## config.mk

```make
export PLATFORM = sky130hd
export DESIGN_NAME = tlb_op_ctrl
export DESIGN_NICKNAME = d
export VERILOG_FILES = /design/src/rtl/tlb_op_ctrl.sv
export SDC_FILE = /design/constraint.sdc
export NUM_CORES = 1
export LEC_CHECK = 0
export ABC_CLOCK_PERIOD_IN_PS = 2730
export BUFFER_PORTS_ARGS = -buffer_cell sky130_fd_sc_hd__buf_2
export CAP_MARGIN = 15
export CORE_MARGIN = 2
export CORE_UTILIZATION = 46
export CTS_CLUSTER_SIZE = 8
export DETAILED_ROUTE_END_ITERATION = 10
export GPL_TIMING_DRIVEN = 0
export PLACE_DENSITY = 0.92
export SYNTH_ARGS = -nofsm -noshare
export SYNTH_HDL_FRONTEND = slang
export SYNTH_SLANG_ARGS = --single-unit
```

## constraint.sdc

```tcl
create_clock -name clk -period 2.73 [get_ports clk]
set_input_delay 0.546 -clock clk [delete_from_list [all_inputs] [get_ports clk]]
set_output_delay 0.546 -clock clk [all_outputs]
set_load 0.01 [all_outputs]
```

## src/rtl/tlb_op_ctrl.sv

```systemverilog
`default_nettype none
// ============================================================================
//  Module   : tlb_op_ctrl
//  Purpose  : Sequencer for the shared TLB and its CP0 interface. Runs one
//             TLB maintenance op at a time (TLBP, TLBR, TLBWI, TLBWR), drives
//             the TLB search/read/write ports, returns probe/read results to
//             CP0, requests a front-end refetch after state-changing ops and
//             maintains the CP0 Random counter.
//  Config   : TLBWR_EN - when defined, TLBWR writes at the Random index and
//             the Random counter is implemented. When undefined, Random is
//             tied to TLBNUM-1 and TLBWR behaves exactly like TLBWI.
//  Revision : 1.0 - initial release
// ============================================================================
module tlb_op_ctrl #(
    parameter int TLBNUM = 16,
    parameter int IDXW   = 4
) (
    input  logic            clk,
    input  logic            reset,
    // op request
    input  logic            op_valid,
    output logic            op_ready,
    input  logic [1:0]      op_code,
    input  logic [31:0]     op_pc,
    input  logic            flush,
    input  logic            entryhi_busy,
    // CP0 state
    input  logic [IDXW-1:0] c0_index,
    input  logic [IDXW-1:0] c0_wired,
    input  logic [31:0]     c0_entryhi,
    // TLB search port
    output logic [18:0]     s_vpn2,
    output logic [7:0]      s_asid,
    input  logic            s_found,
    input  logic [IDXW-1:0] s_index,
    // TLB read port
    output logic [IDXW-1:0] r_index,
    // TLB write port
    output logic            we,
    output logic [IDXW-1:0] w_index,
    // results to CP0
    output logic            probe_done,
    output logic            probe_found,
    output logic [IDXW-1:0] probe_index,
    output logic            read_done,
    // refetch request to the front end
    output logic            refetch_valid,
    input  logic            refetch_ready,
    output logic [31:0]     refetch_pc,
    // CP0 Random
    output logic [IDXW-1:0] random
);

    localparam logic [IDXW-1:0] MAX_IDX = IDXW'(TLBNUM - 1);

    localparam logic [2:0] S_IDLE    = 3'd0;
    localparam logic [2:0] S_WAIT_HI = 3'd1;
    localparam logic [2:0] S_PROBE   = 3'd2;
    localparam logic [2:0] S_PDONE   = 3'd3;
    localparam logic [2:0] S_READ    = 3'd4;
    localparam logic [2:0] S_WRITE   = 3'd5;
    localparam logic [2:0] S_REFETCH = 3'd6;

    localparam logic [1:0] OP_TLBP  = 2'b00;
    localparam logic [1:0] OP_TLBR  = 2'b01;
    localparam logic [1:0] OP_TLBWR = 2'b11;

    logic [2:0]      state;
    logic [2:0]      state_next;
    logic            accept;
    logic [IDXW-1:0] w_index_sel;
    logic [IDXW-1:0] w_index_reg;
    logic            unused_ok;

    // Reset is folded in so a request is never taken in a reset cycle.
    assign op_ready = (state == S_IDLE) & ~flush & ~reset;
    assign accept   = op_valid & op_ready;

    // The search and read ports follow CP0 directly; results are only
    // consumed in the states that need them.
    assign s_vpn2  = c0_entryhi[31:13];
    assign s_asid  = c0_entryhi[7:0];
    assign r_index = c0_index;

    // Side-effect outputs are suppressed during reset so that an op caught
    // mid-flight produces no write, pulse or refetch.
    assign we            = (state == S_WRITE)   & ~reset;
    assign probe_done    = (state == S_PDONE)   & ~reset;
    assign read_done     = (state == S_READ)    & ~reset;
    assign refetch_valid = (state == S_REFETCH) & ~reset;
    assign w_index       = w_index_reg;

`ifdef TLBWR_EN
    // Random walks down from TLBNUM-1 to Wired, then wraps back to the top.
    always_ff @(posedge clk) begin
        if (reset) begin
            random <= MAX_IDX;
        end else if ((c0_wired >= MAX_IDX) || (random <= c0_wired) ||
                     (random == '0)) begin
            random <= MAX_IDX;
        end else begin
            random <= random - {{(IDXW-1){1'b0}}, 1'b1};
        end
    end

    assign w_index_sel = (op_code == OP_TLBWR) ? random : c0_index;
    assign unused_ok   = ^c0_entryhi[12:8];
`else
    assign random      = MAX_IDX;
    assign w_index_sel = c0_index;
    assign unused_ok   = ^{c0_entryhi[12:8], c0_wired};
`endif

    // Next-state selection for the op sequencer.
    always_comb begin
        state_next = state;
        case (state)
            S_IDLE: begin
                if (accept) begin
                    case (op_code)
                        OP_TLBP: state_next = entryhi_busy ? S_WAIT_HI : S_PROBE;
                        OP_TLBR: state_next = S_READ;
                        default: state_next = S_WRITE;
                    endcase
                end
            end
            S_WAIT_HI: begin
                if (flush) begin
                    state_next = S_IDLE;
                end else if (!entryhi_busy) begin
                    state_next = S_PROBE;
                end
            end
            S_PROBE:   state_next = flush ? S_IDLE : S_PDONE;
            S_PDONE:   state_next = S_IDLE;
            S_READ:    state_next = S_REFETCH;
            S_WRITE:   state_next = S_REFETCH;
            S_REFETCH: state_next = refetch_ready ? S_IDLE : S_REFETCH;
            default:   state_next = S_IDLE;
        endcase
    end

    // State register.
    always_ff @(posedge clk) begin
        if (reset) begin
            state <= S_IDLE;
        end else begin
            state <= state_next;
        end
    end

    // Capture write index and return PC when an op is accepted; both stay
    // stable for the rest of the op.
    always_ff @(posedge clk) begin
        if (reset) begin
            w_index_reg <= '0;
            refetch_pc  <= '0;
        end else if (accept) begin
            w_index_reg <= w_index_sel;
            refetch_pc  <= op_pc + 32'd4;
        end
    end

    // Probe result capture; a miss keeps the last hit index, and a squashed
    // probe leaves the previous result untouched.
    always_ff @(posedge clk) begin
        if (reset) begin
            probe_found <= 1'b0;
            probe_index <= '0;
        end else if ((state == S_PROBE) && !flush) begin
            probe_found <= s_found;
            if (s_found) begin
                probe_index <= s_index;
            end
        end
    end

endmodule
`default_nettype wire
```

== Word-level counts from Yosys, hierarchy flattened ==
Cells that the tools add are included.
W data, S select, Z words.

* Register bits: 44
* Output and inout port bits: 81
* Logic and storage cells: 39

* Add/subtract/negate cells: 1
* Equality and inequality tests: 9
* Muxes and demuxes: 8
* Bitwise gates (word level): 9
* Reduce and logical (&&, ||, !) cells: 7

{| class="wikitable"
|+ Operators by type and width
! cell !! number
|-
| $add A32 B3 Y32 const B || 1
|-
| $pmux W3 S5 || 1
|-
| $mux W3 || 4
|-
| $eq A3 B3 Y1 const B || 3
|-
| $and A1 B1 Y1 || 7
|-
| $eq A3 B2 Y1 const B || 2
|-
| $pmux W3 S2 || 1
|-
| $mux W2 || 2
|-
| $reduce_and A2 Y1 || 2
|-
| $eq A3 B1 Y1 const B || 1
|-
| $logic_not A3 Y1 || 1
|-
| $ne A3 B3 Y1 const B || 1
|-
| $eq A2 B1 Y1 const B || 1
|-
| $logic_not A2 Y1 || 1
|-
| $ne A2 B2 Y1 const B || 1
|-
| $not A1 Y1 || 2
|-
| $reduce_or A2 Y1 || 1
|-
| $logic_and A1 B1 Y1 || 1
|-
| $logic_not A1 Y1 || 1
|}

== Longest topological paths before layout ==
Gate-level depths: netlist (run 1).

* Depth after elaboration: 6
* Mapped depth: 6
* Mapped depth without buffers: 6

== Worst setup path before layout (run 1) ==
OpenSTA, ideal clock, no wires.

* Path type: input-to-output
* Start: input reset
* End: output op_ready
* Arrival time: 1.304 ns
* Data required time: 2.184 ns
* Slack: 0.880 ns
* Cell stages on the path: 3
* Buffers on the path: 2
* Cell sequence: clkbuf_1 > clkbuf_1 > nor4_1

* Word-level cells in the longest chain between the ends: 2

{| class="wikitable"
|+ RTL lines
! item !! RTL line !! text
|-
| from (decl) || 19 || <nowiki>input logic reset,</nowiki>
|-
| $not A1 Y1 || 76 || <nowiki>assign op_ready = (state == S_IDLE) & ~flush & ~reset;</nowiki>
|-
| $and A1 B1 Y1 || 76 ||
|-
| to (decl) || 22 || <nowiki>output logic op_ready,</nowiki>
|}

No other way between the ends.

== Worst setup path in the final report (run 1) ==
Same ends and word-level chain as after synthesis.

==> results of run 1 <==
-- per-stage QoR --
step                      instance area [um^2]  utilization, %  total power [W]  hold slack [ns]  setup WS [ns]
after global routing                      3340            64.1          0.00156            0.445          0.605
after detailed placement                  3250            62.4          0.00109            0.462          0.492
after floorplan                           2540               -         0.000937            0.493          0.880
after CTS                                 3340            64.1          0.00150            0.434          0.673
final                                     3340            64.1          0.00149            0.445          0.704
after global placement                    3250            62.4          0.00108            0.458          0.542
-- cell usage in the layout, fill, tap and decap left out, types with 2 or more instances in the layout --
| cell type | synthesis | layout |
|---|---|---|
| sky130_fd_sc_hd__buf_2 | 1 | 125 |
| sky130_fd_sc_hd__dfxtp_1 | 44 | 44 |
| sky130_fd_sc_hd__nand3b_1 | 36 | 36 |
| sky130_fd_sc_hd__buf_4 | 35 | 35 |
| sky130_fd_sc_hd__nand2_1 | 23 | 23 |
| sky130_fd_sc_hd__xor2_1 | 22 | 22 |
| sky130_fd_sc_hd__o21ai_1 | 20 | 20 |
| sky130_fd_sc_hd__nor2_1 | 15 | 15 |
| sky130_fd_sc_hd__clkbuf_1 | 12 | 14 |
| sky130_fd_sc_hd__nand3_1 | 14 | 14 |
| sky130_fd_sc_hd__nand4_1 | 10 | 10 |
| sky130_fd_sc_hd__o21ai_2 | 8 | 8 |
| sky130_fd_sc_hd__and3_1 | 7 | 7 |
| sky130_fd_sc_hd__xnor2_1 | 6 | 6 |
| sky130_fd_sc_hd__clkbuf_8 | 0 | 6 |
| sky130_fd_sc_hd__nor2b_1 | 4 | 4 |
| sky130_fd_sc_hd__mux2i_1 | 4 | 4 |
| sky130_fd_sc_hd__a21oi_1 | 4 | 4 |
| sky130_fd_sc_hd__conb_1 | 1 | 4 |
| sky130_fd_sc_hd__o21ai_0 | 3 | 3 |
| sky130_fd_sc_hd__inv_1 | 3 | 3 |
| sky130_fd_sc_hd__nor4_4 | 3 | 3 |
| sky130_fd_sc_hd__nand2b_1 | 2 | 2 |
| sky130_fd_sc_hd__nor4_1 | 2 | 2 |
| sky130_fd_sc_hd__a21o_1 | 2 | 2 |
| sky130_fd_sc_hd__a211oi_1 | 2 | 2 |
-- report_power, final --
group | internal (W) | leakage (nW) | total [W] | switching [W]
clock | 0.000206 | 0.0455 | 0.000413 | 0.000206
combinational | 0.000169 | 1.22 | 0.000363 | 0.000193
sequential | 0.000687 | 0.359 | 0.000711 | 0.0000238
total | 0.00106 | 1.62 | 0.00149 | 0.000424
-- path summary, 6_finish.rpt --
path,startpoint,endpoint,slack [ns],cells after the start
max reg2reg,state[2]$_SDFFE_PP0P_,refetch_pc[24]$_SDFFE_PP0P_,0.89,5
max,reset,op_ready,0.70,4
min,op_pc[0],refetch_pc[0]$_SDFFE_PP0P_,0.44,3
min reg2reg,refetch_pc[3]$_SDFFE_PP0P_,refetch_pc[3]$_SDFFE_PP0P_,0.47,2
-- logic make-up (layout without fill, tap and decap cells) --
kind of cell    count (synthesis)  count (layout)  share of synthesized area, %
flops                          44              44                          34.9
mux                             4               4                          1.59
buf+inv                        53             185                          13.2
xor+xnor                       28              28                          9.71
simple gates                  121             121                          29.7
compound gates                 42              42                          10.3
other cells                     1               4                         0.148
fa+ha+maj                       1               1                         0.495
-- cell usage after synthesis, types with 4 or more instances --
cell	n	area (um^2)
sky130_fd_sc_hd__a21oi_1	4	20.0
sky130_fd_sc_hd__and3_1	7	43.8
sky130_fd_sc_hd__buf_4	35	263
sky130_fd_sc_hd__clkbuf_1	12	45.0
sky130_fd_sc_hd__dfxtp_1	44	881
sky130_fd_sc_hd__mux2i_1	4	40.0
sky130_fd_sc_hd__nand2_1	23	86.3
sky130_fd_sc_hd__nand3_1	14	70.1
sky130_fd_sc_hd__nand3b_1	36	270
sky130_fd_sc_hd__nand4_1	10	62.6
sky130_fd_sc_hd__nor2_1	15	56.3
sky130_fd_sc_hd__nor2b_1	4	25.0
sky130_fd_sc_hd__o21ai_1	20	100
sky130_fd_sc_hd__o21ai_2	8	70.1
sky130_fd_sc_hd__xnor2_1	6	52.6
sky130_fd_sc_hd__xor2_1	22	193
-- worst reg2reg max path: stages (launching register included) --
cell	delay (ns)
sky130_fd_sc_hd__dfxtp_1	0.31
sky130_fd_sc_hd__clkbuf_1	0.30
sky130_fd_sc_hd__nor2_1	0.15
sky130_fd_sc_hd__nand3_1	0.33
sky130_fd_sc_hd__buf_1	0.47
sky130_fd_sc_hd__o21ai_1	0.15
-- per-layer routing --
| metal | track usage (%) | vias to the layer above |
|---|---|---|
| li1 | - | 1244 |
| met1 | 21.6 | 1154 |
| met2 | 37.5 | 106 |
| met3 | 3.91 | 14 |
| met4 | 6.67 | 0 |
| met5 | 0 | - |
-- layout make-up --
type,count,area (um^2)
Buffer,49,317
Clock buffer,8,90.1
Fill cell,478,1870
Inverter,4,17.5
Multi-Input combinational cell,200,1320
Sequential cell,44,881
Tap cell,70,87.6
Timing Repair Buffer,124,621
==> impl_metrics.xml, run 1 <==
<?xml version="1.0" encoding="UTF-8"?>
<metrics>
  <group name="routing">
    <metric name="wl_met3" unit="um">443</metric>
    <metric name="detail-route-antenna-nets" unit="">0</metric>
    <metric name="detail_routed_via_count_per_cell" unit="">5.05</metric>
    <metric name="met2_length" unit="um">3260</metric>
    <metric name="routed_wirelength" unit="um">6300</metric>
    <metric name="met1Wirelength" unit="um">2480</metric>
    <metric name="drt_first_pass_iters" unit="">4</metric>
    <metric name="topRoutingLayerUsed" unit="">met4</metric>
    <metric name="vias" unit="">2518</metric>
    <metric name="detail_route.wl_per_cell" unit="um">12.6</metric>
    <metric name="drt_first_iter_violations" unit="">113</metric>
    <metric name="drt_drc_violations_left" unit="">0</metric>
  </group>
  <group name="grt">
    <metric name="first_global_vias" unit="">2225</metric>
    <metric name="grt_antenna_before_repair" unit="">0</metric>
    <metric name="pin_count_of_the_biggest_net_entering_global_routing" unit="">13</metric>
    <metric name="grt_remaining_overflow" unit="">0</metric>
    <metric name="grt_first_pass_wirelength" unit="um">9810</metric>
    <metric name="globalRouteTotalUtil" unit="%">19.7</metric>
  </group>
  <group name="logic_synthesis">
    <metric name="ys.warnings.count" unit="">0</metric>
    <metric name="synth_enable_flop_cells" unit="">0</metric>
    <metric name="ys_types" unit="">36</metric>
    <metric name="synth-seq-area-share" unit="%">34.9</metric>
    <metric name="postSynthRegisterBits" unit="">44</metric>
    <metric name="synth_top_flop_cell" unit="">sky130_fd_sc_hd__dfxtp_1</metric>
    <metric name="synth_area_per_cell" unit="um^2">8.59</metric>
    <metric name="syn-instance-count" unit="">294</metric>
    <metric name="post_synthesis_instance_area" unit="um^2">2530</metric>
    <metric name="asyncSetResetFlopFracSynth" unit="%">0</metric>
  </group>
  <group name="timing">
    <metric name="final-max-slew-violation-count" unit="">0</metric>
    <metric name="max_freq" unit="MHz">494</metric>
    <metric name="worst_slew_pin_slew" unit="ns">0.651</metric>
    <metric name="period_share" unit="%">74.2</metric>
    <metric name="finClkSkew" unit="ns">0.00908</metric>
    <metric name="post-route-min-period" unit="ns">2.03</metric>
    <metric name="fin_setup_tns" unit="ns">0</metric>
    <metric name="grt_setup_unrepaired" unit="">no</metric>
    <metric name="hold_violations" unit="">0</metric>
    <metric name="setup_viol" unit="">0</metric>
    <metric name="worst_slew_margin_relative_to_its_limit" unit="%">56.3</metric>
  </group>
  <group name="cells_and_area">
    <metric name="final-instance-count-excl-fill" unit="">499</metric>
    <metric name="flip_flop_count_of_the_largest_register_after_layout" unit="">32</metric>
    <metric name="final_net_count" unit="">514</metric>
    <metric name="syn2layout_area_growth" unit="%">32.0</metric>
    <metric name="num_antenna_cells" unit="">0</metric>
    <metric name="drive_gt1_share" unit="%">42.0</metric>
  </group>
  <group name="setup_path">
    <metric name="critical_path.endpoint_type" unit="">output pin</metric>
    <metric name="critical_path_peak_fanout" unit="">10</metric>
    <metric name="critical_path.max_stage_delay" unit="ns">0.36</metric>
    <metric name="worst-path-buf-inv" unit="">3</metric>
    <metric name="cp_cell_sequence" unit="">clkbuf_1, clkbuf_1, nor4_1, buf_2</metric>
    <metric name="criticalPathCategory" unit="">in2out</metric>
    <metric name="crit_path_top_delay_cell" unit="">sky130_fd_sc_hd__clkbuf_1</metric>
    <metric name="worst_setup_path_start_kind" unit="">input pin</metric>
    <metric name="worstPathArrival" unit="ns">1.48</metric>
    <metric name="critical-path-top-cell-by-count" unit="">sky130_fd_sc_hd__clkbuf_1</metric>
    <metric name="crit_family" unit="">buffers and inverters</metric>
    <metric name="cp.required" unit="ns">2.18</metric>
  </group>
  <group name="clock_tree">
    <metric name="cts_buffers" unit="">5</metric>
    <metric name="cts_tree" unit="">done</metric>
    <metric name="clk-insertion-delay-late" unit="ns">0.29</metric>
    <metric name="worst_setup_hold_path_clk_slew" unit="ns">0.07</metric>
    <metric name="cts-root-to-sink-buffers" unit="">2</metric>
    <metric name="postCtsSetupRepairBufs" unit="">0</metric>
    <metric name="clock-sinks" unit="">44</metric>
    <metric name="htree_levels" unit="">2</metric>
    <metric name="hold_buffers" unit="">0</metric>
    <metric name="post_cts_resized" unit="">0</metric>
    <metric name="clock_tree.root_cell" unit="">sky130_fd_sc_hd__clkbuf_8</metric>
  </group>
  <group name="pwr">
    <metric name="p_leak" unit="nW">1.62</metric>
    <metric name="power_density" unit="nW/um^2">446</metric>
    <metric name="peak_supply_drop" unit="mV">0.267</metric>
  </group>
  <group name="place">
    <metric name="place.detailed.hpwl" unit="um">4990</metric>
    <metric name="dp.cells" unit="">491</metric>
    <metric name="routabilityCongestion" unit="">0.854</metric>
    <metric name="io_buffer_count" unit="">124</metric>
  </group>
  <group name="run">
    <metric name="drv_cap" unit="">0</metric>
  </group>
  <group name="floorplanning">
    <metric name="pin_count" unit="">166</metric>
    <metric name="start_util" unit="%">48.5</metric>
    <metric name="fp.dieW" unit="um">78.1</metric>
    <metric name="fp.dieH" unit="um">78.1</metric>
    <metric name="design.core.area" unit="um^2">5200</metric>
    <metric name="floorplan.die_area" unit="um^2">6100</metric>
    <metric name="core.rowCount" unit="">26</metric>
  </group>
  <group name="min_path">
    <metric name="hold_path.class" unit="">in2reg</metric>
  </group>
  <group name="outcome">
    <metric name="run_status" unit="">completed</metric>
  </group>
</metrics>
(Power assumes the default switching activity.)
==> inputs of run 2 (changes only) <==
==> config.mk (replaced) <==
export PLATFORM = sky130hd
export DESIGN_NAME = tlb_op_ctrl
export DESIGN_NICKNAME = d
export VERILOG_FILES = /design/src/rtl/tlb_op_ctrl.sv
export SDC_FILE = /design/constraint.sdc
export NUM_CORES = 1
export LEC_CHECK = 0
export ABC_CLOCK_PERIOD_IN_PS = 1700
export BUFFER_PORTS_ARGS = -buffer_cell sky130_fd_sc_hd__buf_2
export CAP_MARGIN = 15
export CORE_MARGIN = 2
export CORE_UTILIZATION = 38
export CTS_CLUSTER_SIZE = 8
export DETAILED_ROUTE_END_ITERATION = 10
export GPL_TIMING_DRIVEN = 0
export PLACE_DENSITY = 0.81
export SYNTH_ARGS = -nofsm -noshare
export SYNTH_HDL_FRONTEND = slang
export SYNTH_SLANG_ARGS = --single-unit
==> constraint.sdc (replaced) <==
create_clock -name clk -period 1.7 [get_ports clk]
set_input_delay 0.34 -clock clk [delete_from_list [all_inputs] [get_ports clk]]
set_output_delay 0.34 -clock clk [all_outputs]
set_load 0.01 [all_outputs]
==> run 2 against run 1 <==
Net effect: register-to-register slack worse by 0.63 ns; utilization down 10 points; power up 73%; critical path type unchanged; routed wire length up 2.5%; first-iteration DRC count down 36%.
==> impl_metrics.xml, run 2 (synthesis gave the netlist of run 1 again) <==
<?xml version="1.0" encoding="UTF-8"?>
<metrics>
  <group name="setup_path">
    <metric name="ff2ff_setup_slack" unit="ns">0.26</metric>
    <metric name="crit_path_start" unit="">reset</metric>
    <metric name="reg2reg_depth" unit="">5</metric>
    <metric name="worst_r2r_end" unit="">refetch_pc[29]$_SDFFE_PP0P_</metric>
    <metric name="cp.required" unit="ns">1.36</metric>
    <metric name="end_of_the_critical_path" unit="">op_ready</metric>
    <metric name="criticalPathCategory" unit="">in2out</metric>
    <metric name="worst_setup_path_start_kind" unit="">input pin</metric>
    <metric name="rr_startpoint" unit="">state[2]$_SDFFE_PP0P_</metric>
    <metric name="critical_path_peak_fanout" unit="">10</metric>
    <metric name="worstPathArrival" unit="ns">1.29</metric>
    <metric name="critical_path.endpoint_type" unit="">output pin</metric>
  </group>
  <group name="clock_tree">
    <metric name="clk-insertion-delay-late" unit="ns">0.29</metric>
    <metric name="clock_tree.root_cell" unit="">sky130_fd_sc_hd__clkbuf_8</metric>
    <metric name="cts_buffers" unit="">5</metric>
    <metric name="worst_setup_hold_path_clk_slew" unit="ns">0.09</metric>
    <metric name="htree_levels" unit="">2</metric>
    <metric name="clock-sinks" unit="">44</metric>
    <metric name="cts-root-to-sink-buffers" unit="">2</metric>
    <metric name="cts_tree" unit="">done</metric>
  </group>
  <group name="pwr">
    <metric name="p_leak" unit="nW">1.67</metric>
    <metric name="power.combinational.fraction" unit="%">22.3</metric>
    <metric name="p_clk_share" unit="%">32.7</metric>
    <metric name="share_seq_of_total_power" unit="%">45.0</metric>
    <metric name="cell_internal_pwr" unit="W">0.00186</metric>
    <metric name="p_sw_share" unit="%">27.5</metric>
    <metric name="peak_supply_drop" unit="mV">0.598</metric>
    <metric name="power" unit="W">0.00257</metric>
    <metric name="power_density" unit="nW/um^2">751</metric>
    <metric name="switching_power_total" unit="W">0.000708</metric>
  </group>
  <group name="routing">
    <metric name="drt_first_iter_violations" unit="">72</metric>
    <metric name="drt_drc_violations_left" unit="">0</metric>
    <metric name="detail-route-antenna-nets" unit="">0</metric>
    <metric name="vias" unit="">2492</metric>
    <metric name="detail_routed_via_count_per_cell" unit="">4.92</metric>
    <metric name="routed_wirelength" unit="um">6460</metric>
    <metric name="detail_route.wl_per_cell" unit="um">12.8</metric>
    <metric name="drt_first_pass_iters" unit="">4</metric>
  </group>
  <group name="floorplanning">
    <metric name="design.core.area" unit="um^2">6390</metric>
    <metric name="pin_count" unit="">166</metric>
    <metric name="fp.dieH" unit="um">85.5</metric>
    <metric name="start_util" unit="%">39.6</metric>
    <metric name="floorplan.die_area" unit="um^2">7320</metric>
    <metric name="fp.dieW" unit="um">85.5</metric>
    <metric name="core.rowCount" unit="">29</metric>
  </group>
  <group name="timing">
    <metric name="setup_viol" unit="">0</metric>
    <metric name="max_freq" unit="MHz">615</metric>
    <metric name="hold_violations" unit="">0</metric>
    <metric name="final-max-slew-violation-count" unit="">0</metric>
    <metric name="period_share" unit="%">95.7</metric>
    <metric name="post-route-min-period" unit="ns">1.63</metric>
    <metric name="grt_setup_unrepaired" unit="">yes</metric>
    <metric name="finClkSkew" unit="ns">0.00591</metric>
  </group>
  <group name="grt">
    <metric name="grt_antenna_before_repair" unit="">0</metric>
    <metric name="first_global_vias" unit="">2128</metric>
    <metric name="globalRouteTotalUtil" unit="%">16.9</metric>
    <metric name="grt_first_pass_wirelength" unit="um">9910</metric>
    <metric name="pin_count_of_the_biggest_net_entering_global_routing" unit="">15</metric>
    <metric name="grt_remaining_overflow" unit="">0</metric>
  </group>
  <group name="cells_and_area">
    <metric name="num_antenna_cells" unit="">0</metric>
    <metric name="final-instance-count-excl-fill" unit="">506</metric>
    <metric name="final_net_count" unit="">514</metric>
    <metric name="layout.cells.most_common" unit="">sky130_fd_sc_hd__buf_2</metric>
    <metric name="flip_flop_count_of_the_largest_register_after_layout" unit="">32</metric>
    <metric name="layout.cells.most_common_list" unit="">sky130_fd_sc_hd__buf_2 (126), sky130_fd_sc_hd__dfxtp_1 (41), sky130_fd_sc_hd__buf_4 (37)</metric>
    <metric name="final.fill_count" unit="">610</metric>
    <metric name="drive_gt1_share" unit="%">45.7</metric>
    <metric name="syn2layout_area_growth" unit="%">35.5</metric>
  </group>
  <group name="run">
    <metric name="drv_cap" unit="">0</metric>
  </group>
  <group name="outcome">
    <metric name="run_status" unit="">completed</metric>
  </group>
  <group name="place">
    <metric name="io_buffer_count" unit="">124</metric>
    <metric name="place.detailed.hpwl" unit="um">5030</metric>
    <metric name="routabilityCongestion" unit="">0.784</metric>
    <metric name="dp.cells" unit="">498</metric>
  </group>
  <group name="min_path">
    <metric name="hold_path.class" unit="">in2reg</metric>
  </group>
</metrics>
run 2: cell count changes in the layout (fill, tap and decap cells not counted), sizes merged:
cell	before	now
buf	161	164
bufinv	0	1
clkbuf	20	15
clkinv	0	1
run 2: worst min-delay path by stage:
stage	cells after the start	from	slack, ns	end
global placement	2	probe_found$_SDFFE_PP0P_	0.46	probe_found$_SDFFE_PP0P_
detailed placement	2	probe_found$_SDFFE_PP0P_	0.46	probe_found$_SDFFE_PP0P_
finish	3	op_pc[1]	0.23	refetch_pc[1]$_SDFFE_PP0P_
global route	3	op_pc[1]	0.23	refetch_pc[1]$_SDFFE_PP0P_
CTS	3	op_pc[1]	0.23	refetch_pc[1]$_SDFFE_PP0P_
floorplan	1	op_pc[2]	0.44	refetch_pc[2]$_SDFFE_PP0P_
run 2: critical path, stage by stage:
cell and delay (ns):
sky130_fd_sc_hd__clkbuf_1 0.32, sky130_fd_sc_hd__clkbuf_1 0.39, sky130_fd_sc_hd__nor4_2 0.09, sky130_fd_sc_hd__buf_2 0.15
run 2: timing repair:
item                                    CTS  global route
endpoints found under the hold margin     0             0
resized for setup                         7             4
endpoints found under the setup margin   32            35
pin swaps                                 1             1
hold buffers                              0             0
buffers inserted                          2             1
run 2: layer usage:
metal	up-vias	track usage (%)	share of wire, %
met4	0	4.04	0.54
met1	1149	21.8	44
met5	-	0	0
li1	1247	-	-
met2	92	28.6	49
met3	4	4.14	6.7
run 2: area by class of cell:
class	count	area [um^2]	area share, %
repair buffers	127	656	19.2
flip-flops and latches	44	885	25.8
clock buffers	6	82.6	2.41
clock inverters	2	38.8	1.13
well taps	77	96.3	2.81
multi-input cells	200	1340	39.0
plain buffers	46	312	9.10
inverters	4	17.5	0.512
run 2: metrics by stage:
step / utilization (%) / hold slack [ns] / worst slack, ns / TNS (ns) / area (um^2)
6_report: 53.6 / 0.234 / 0.0729 / 0 / 3420
5_1_grt: 53.6 / 0.231 / -0.0334 / -0.0334 / 3420
4_1_cts: 53.1 / 0.228 / 0.0219 / 0 / 3390
3_5_place_dp: 51.0 / 0.461 / -0.407 / -6.79 / 3250
3_3_place_gp: 51.0 / 0.457 / -0.347 / -7.20 / 3250
2_1_floorplan: - / 0.436 / 0.0935 / 0 / 2540
run 2: power by group through the flow:
stage / Combinational [W] / Sequential, W / Clock (W)
finish: 0.000572 / 0.00116 / 0.000841
global route: 0.000629 / 0.00117 / 0.000918
CTS: 0.000576 / 0.00116 / 0.000864
detailed placement: 0.000583 / 0.00117 / 0
global placement: 0.000574 / 0.00116 / 0
floorplan: 0.000310 / 0.00119 / 0
==> inputs of run 3 (changes only) <==
--- a/config.mk
+++ b/config.mk
@@ -8,7 +8,7 @@
 export ABC_CLOCK_PERIOD_IN_PS = 1700
 export BUFFER_PORTS_ARGS = -buffer_cell sky130_fd_sc_hd__buf_2
 export CAP_MARGIN = 15
-export CORE_MARGIN = 2
+export CORE_MARGIN = 5
 export CORE_UTILIZATION = 38
 export CTS_CLUSTER_SIZE = 8
 export DETAILED_ROUTE_END_ITERATION = 10
==> run 3 against run 2 <==
Net effect: register-to-register slack worse by 0.10 ns; final cell count down 0.20%; worst hold slack got worse by 0.0066 ns; sequential share of layout area up 0.39 points; routed wire length grew 8.5%; utilization down 1.1 points; clock power down 19%; sequential power is essentially flat; power down 6.1%; die area is 15% higher; critical path type is now in2reg; critical endpoint is now refetch_pc[31]$_SDFFE_PP0P_.
==> impl_metrics.xml, run 3 (synthesis gave the netlist of run 1 again) <==
<?xml version="1.0" encoding="UTF-8"?>
<metrics>
  <group name="place">
    <metric name="dp.cells" unit="">498</metric>
    <metric name="routabilityCongestion" unit="">0.785</metric>
    <metric name="io_buffer_count" unit="">124</metric>
    <metric name="place.detailed.hpwl" unit="um">5530</metric>
    <metric name="dp_worst_setup_slack" unit="ns">-0.360</metric>
  </group>
  <group name="timing">
    <metric name="grt_setup_unrepaired" unit="">no</metric>
    <metric name="max_freq" unit="MHz">621</metric>
    <metric name="post-route-min-period" unit="ns">1.61</metric>
    <metric name="final-max-slew-violation-count" unit="">0</metric>
    <metric name="period_share" unit="%">94.7</metric>
    <metric name="worst_slack" unit="ns">0.0894</metric>
    <metric name="worst_slew_pin_slew" unit="ns">0.619</metric>
    <metric name="finClkSkew" unit="ns">0.00850</metric>
    <metric name="worst_slew_margin_relative_to_its_limit" unit="%">58.4</metric>
    <metric name="hold_violations" unit="">0</metric>
    <metric name="setup_viol" unit="">0</metric>
  </group>
  <group name="setup_path">
    <metric name="ff2ff_setup_slack" unit="ns">0.16</metric>
    <metric name="worst_setup_path_start_kind" unit="">input pin</metric>
    <metric name="worst_r2r_end" unit="">refetch_pc[2]$_SDFFE_PP0P_</metric>
    <metric name="cp_cell_sequence" unit="">buf_2, nand4_4, nor4_4, nand4_1, xor2_1, o21ai_2</metric>
    <metric name="crit_family" unit="">simple AND/OR/NAND/NOR gates</metric>
    <metric name="critical_path.endpoint_type" unit="">register</metric>
    <metric name="worst-path-buf-inv" unit="">1</metric>
    <metric name="worstPathArrival" unit="ns">1.79</metric>
    <metric name="criticalPathCategory" unit="">in2reg</metric>
    <metric name="critical_path.max_stage_delay" unit="ns">0.61</metric>
    <metric name="critical_path_peak_fanout" unit="">10</metric>
    <metric name="reg2reg_depth" unit="">5</metric>
    <metric name="cp.required" unit="ns">1.88</metric>
    <metric name="crit_path_top_delay_cell" unit="">sky130_fd_sc_hd__nor4_4</metric>
    <metric name="rr_startpoint" unit="">state[0]$_SDFFE_PP0P_</metric>
  </group>
  <group name="run">
    <metric name="drv_cap" unit="">0</metric>
  </group>
  <group name="floorplanning">
    <metric name="design.core.area" unit="um^2">6420</metric>
    <metric name="fp.dieH" unit="um">91.5</metric>
    <metric name="core.rowCount" unit="">29</metric>
    <metric name="pin_count" unit="">166</metric>
    <metric name="floorplan.die_area" unit="um^2">8380</metric>
    <metric name="start_util" unit="%">39.3</metric>
    <metric name="fp.dieW" unit="um">91.5</metric>
  </group>
  <group name="routing">
    <metric name="vias" unit="">2469</metric>
    <metric name="detail-route-antenna-nets" unit="">0</metric>
    <metric name="drt_first_iter_violations" unit="">55</metric>
    <metric name="detail_route.wl_per_cell" unit="um">13.9</metric>
    <metric name="detail_routed_via_count_per_cell" unit="">4.89</metric>
    <metric name="routed_wirelength" unit="um">7010</metric>
    <metric name="drt_drc_violations_left" unit="">0</metric>
    <metric name="drt_first_pass_iters" unit="">4</metric>
  </group>
  <group name="cells_and_area">
    <metric name="final_net_count" unit="">513</metric>
    <metric name="drive_gt1_share" unit="%">45.6</metric>
    <metric name="final-instance-count-excl-fill" unit="">505</metric>
    <metric name="num_antenna_cells" unit="">0</metric>
    <metric name="flip_flop_count_of_the_largest_register_after_layout" unit="">32</metric>
    <metric name="layout.cells.most_common_list" unit="">sky130_fd_sc_hd__buf_2 (126), sky130_fd_sc_hd__dfxtp_1 (41), sky130_fd_sc_hd__nand3b_1 (36), sky130_fd_sc_hd__buf_4 (36), sky130_fd_sc_hd__nand2_1 (23)</metric>
    <metric name="syn2layout_area_growth" unit="%">33.5</metric>
    <metric name="layout.cells.most_common" unit="">sky130_fd_sc_hd__buf_2</metric>
  </group>
  <group name="outcome">
    <metric name="run_status" unit="">completed</metric>
  </group>
  <group name="clock_tree">
    <metric name="cts_buffers" unit="">5</metric>
    <metric name="clock-sinks" unit="">44</metric>
    <metric name="htree_levels" unit="">2</metric>
    <metric name="worst_setup_hold_path_clk_slew" unit="ns">0.09</metric>
    <metric name="clock_tree.root_cell" unit="">sky130_fd_sc_hd__clkbuf_8</metric>
    <metric name="cts_tree" unit="">done</metric>
    <metric name="clk-insertion-delay-late" unit="ns">0.29</metric>
    <metric name="hold_buffers" unit="">0</metric>
    <metric name="cts-root-to-sink-buffers" unit="">2</metric>
  </group>
  <group name="min_path">
    <metric name="min_delay_worst_endpoint" unit="">refetch_pc[1]$_SDFFE_PP0P_</metric>
    <metric name="min_path_cells" unit="">3</metric>
    <metric name="hold_path.class" unit="">in2reg</metric>
    <metric name="holdCritStartpoint" unit="">op_pc[1]</metric>
  </group>
  <group name="pwr">
    <metric name="power_density" unit="nW/um^2">716</metric>
    <metric name="p_leak" unit="nW">1.65</metric>
    <metric name="peak_supply_drop" unit="mV">0.292</metric>
  </group>
  <group name="grt">
    <metric name="pin_count_of_the_biggest_net_entering_global_routing" unit="">14</metric>
    <metric name="grt_remaining_overflow" unit="">0</metric>
    <metric name="globalRouteTotalUtil" unit="%">16.0</metric>
    <metric name="grt_antenna_before_repair" unit="">0</metric>
    <metric name="first_global_vias" unit="">2396</metric>
    <metric name="grt_first_pass_wirelength" unit="um">11200</metric>
  </group>
</metrics>
[run 3: through the flow]
stage	util, %	cell area [um^2]	power, W	setup TNS, ns	hold slack (ns)
global placement	50.7	3250	0.00174	-8.48	0.458
detailed placement	50.7	3250	0.00175	-8.17	0.461
floorplan	-	2540	0.00150	0	0.436
global route	52.5	3370	0.00256	0	0.226
CTS	52.3	3360	0.00244	0	0.217
finish	52.5	3370	0.00242	0	0.227
[run 3: area by class of cell]
type | count | area [um^2]
clock inverters | 2 | 10.0
inverters | 4 | 17.5
multi-input cells | 200 | 1340
well taps | 77 | 96.3
clock buffers | 6 | 82.6
repair buffers | 125 | 628
fillers | 611 | 3050
flip-flops and latches | 44 | 885
plain buffers | 47 | 317
[run 3: worst register-to-register path, stage by stage (launching register included)]
cell and delay, ns:
sky130_fd_sc_hd__dfxtp_2 0.37, sky130_fd_sc_hd__nor2_1 0.26, sky130_fd_sc_hd__and3_1 0.20, sky130_fd_sc_hd__clkbuf_1 0.34, sky130_fd_sc_hd__nor2_1 0.08, sky130_fd_sc_hd__a211oi_1 0.21
[run 3: worst max-delay path by stage]
stage,depth (start not counted),startpoint,slack (ns),to
after floorplan,6,op_pc[2],0.09,refetch_pc[26]$_SDFFE_PP0P_
after global placement,7,op_pc[2],-0.35,refetch_pc[26]$_SDFFE_PP0P_
after detailed placement,7,op_pc[2],-0.36,refetch_pc[26]$_SDFFE_PP0P_
after CTS,3,state[0]$_SDFFE_PP0P_,0.01,op_ready
after global routing,3,state[0]$_SDFFE_PP0P_,0.002,op_ready
final,6,op_pc[7],0.09,refetch_pc[31]$_SDFFE_PP0P_
[run 3: per-layer routing]
layer / track usage, % / up-vias / part of all wire (%) / wire length [um]
met3: 3.64 / 4 / 7.7 / 541
met5: 0 / - / 0 / 0
met2: 28.1 / 102 / 50 / 3490
met4: 4.40 / 0 / 0.96 / 67
met1: 19.7 / 1121 / 41 / 2910
li1: - / 1242 / - / -
[run 3: report_power, final]
| group | leakage (nW) | internal [W] | switching, W |
|---|---|---|---|
| sequential | 0.360 | 0.00111 | 0.0000527 |
| combinational | 1.24 | 0.000277 | 0.000300 |
| clock | 0.0510 | 0.000325 | 0.000355 |
| total | 1.65 | 0.00171 | 0.000707 |
[run 3: repair_timing]
item / CTS / global route
cloned: 0 / 0
setup endpoints to repair: 31 / 32
buffers inserted: 1 / 0
pin swaps: 0 / 0
resized for setup: 9 / 3
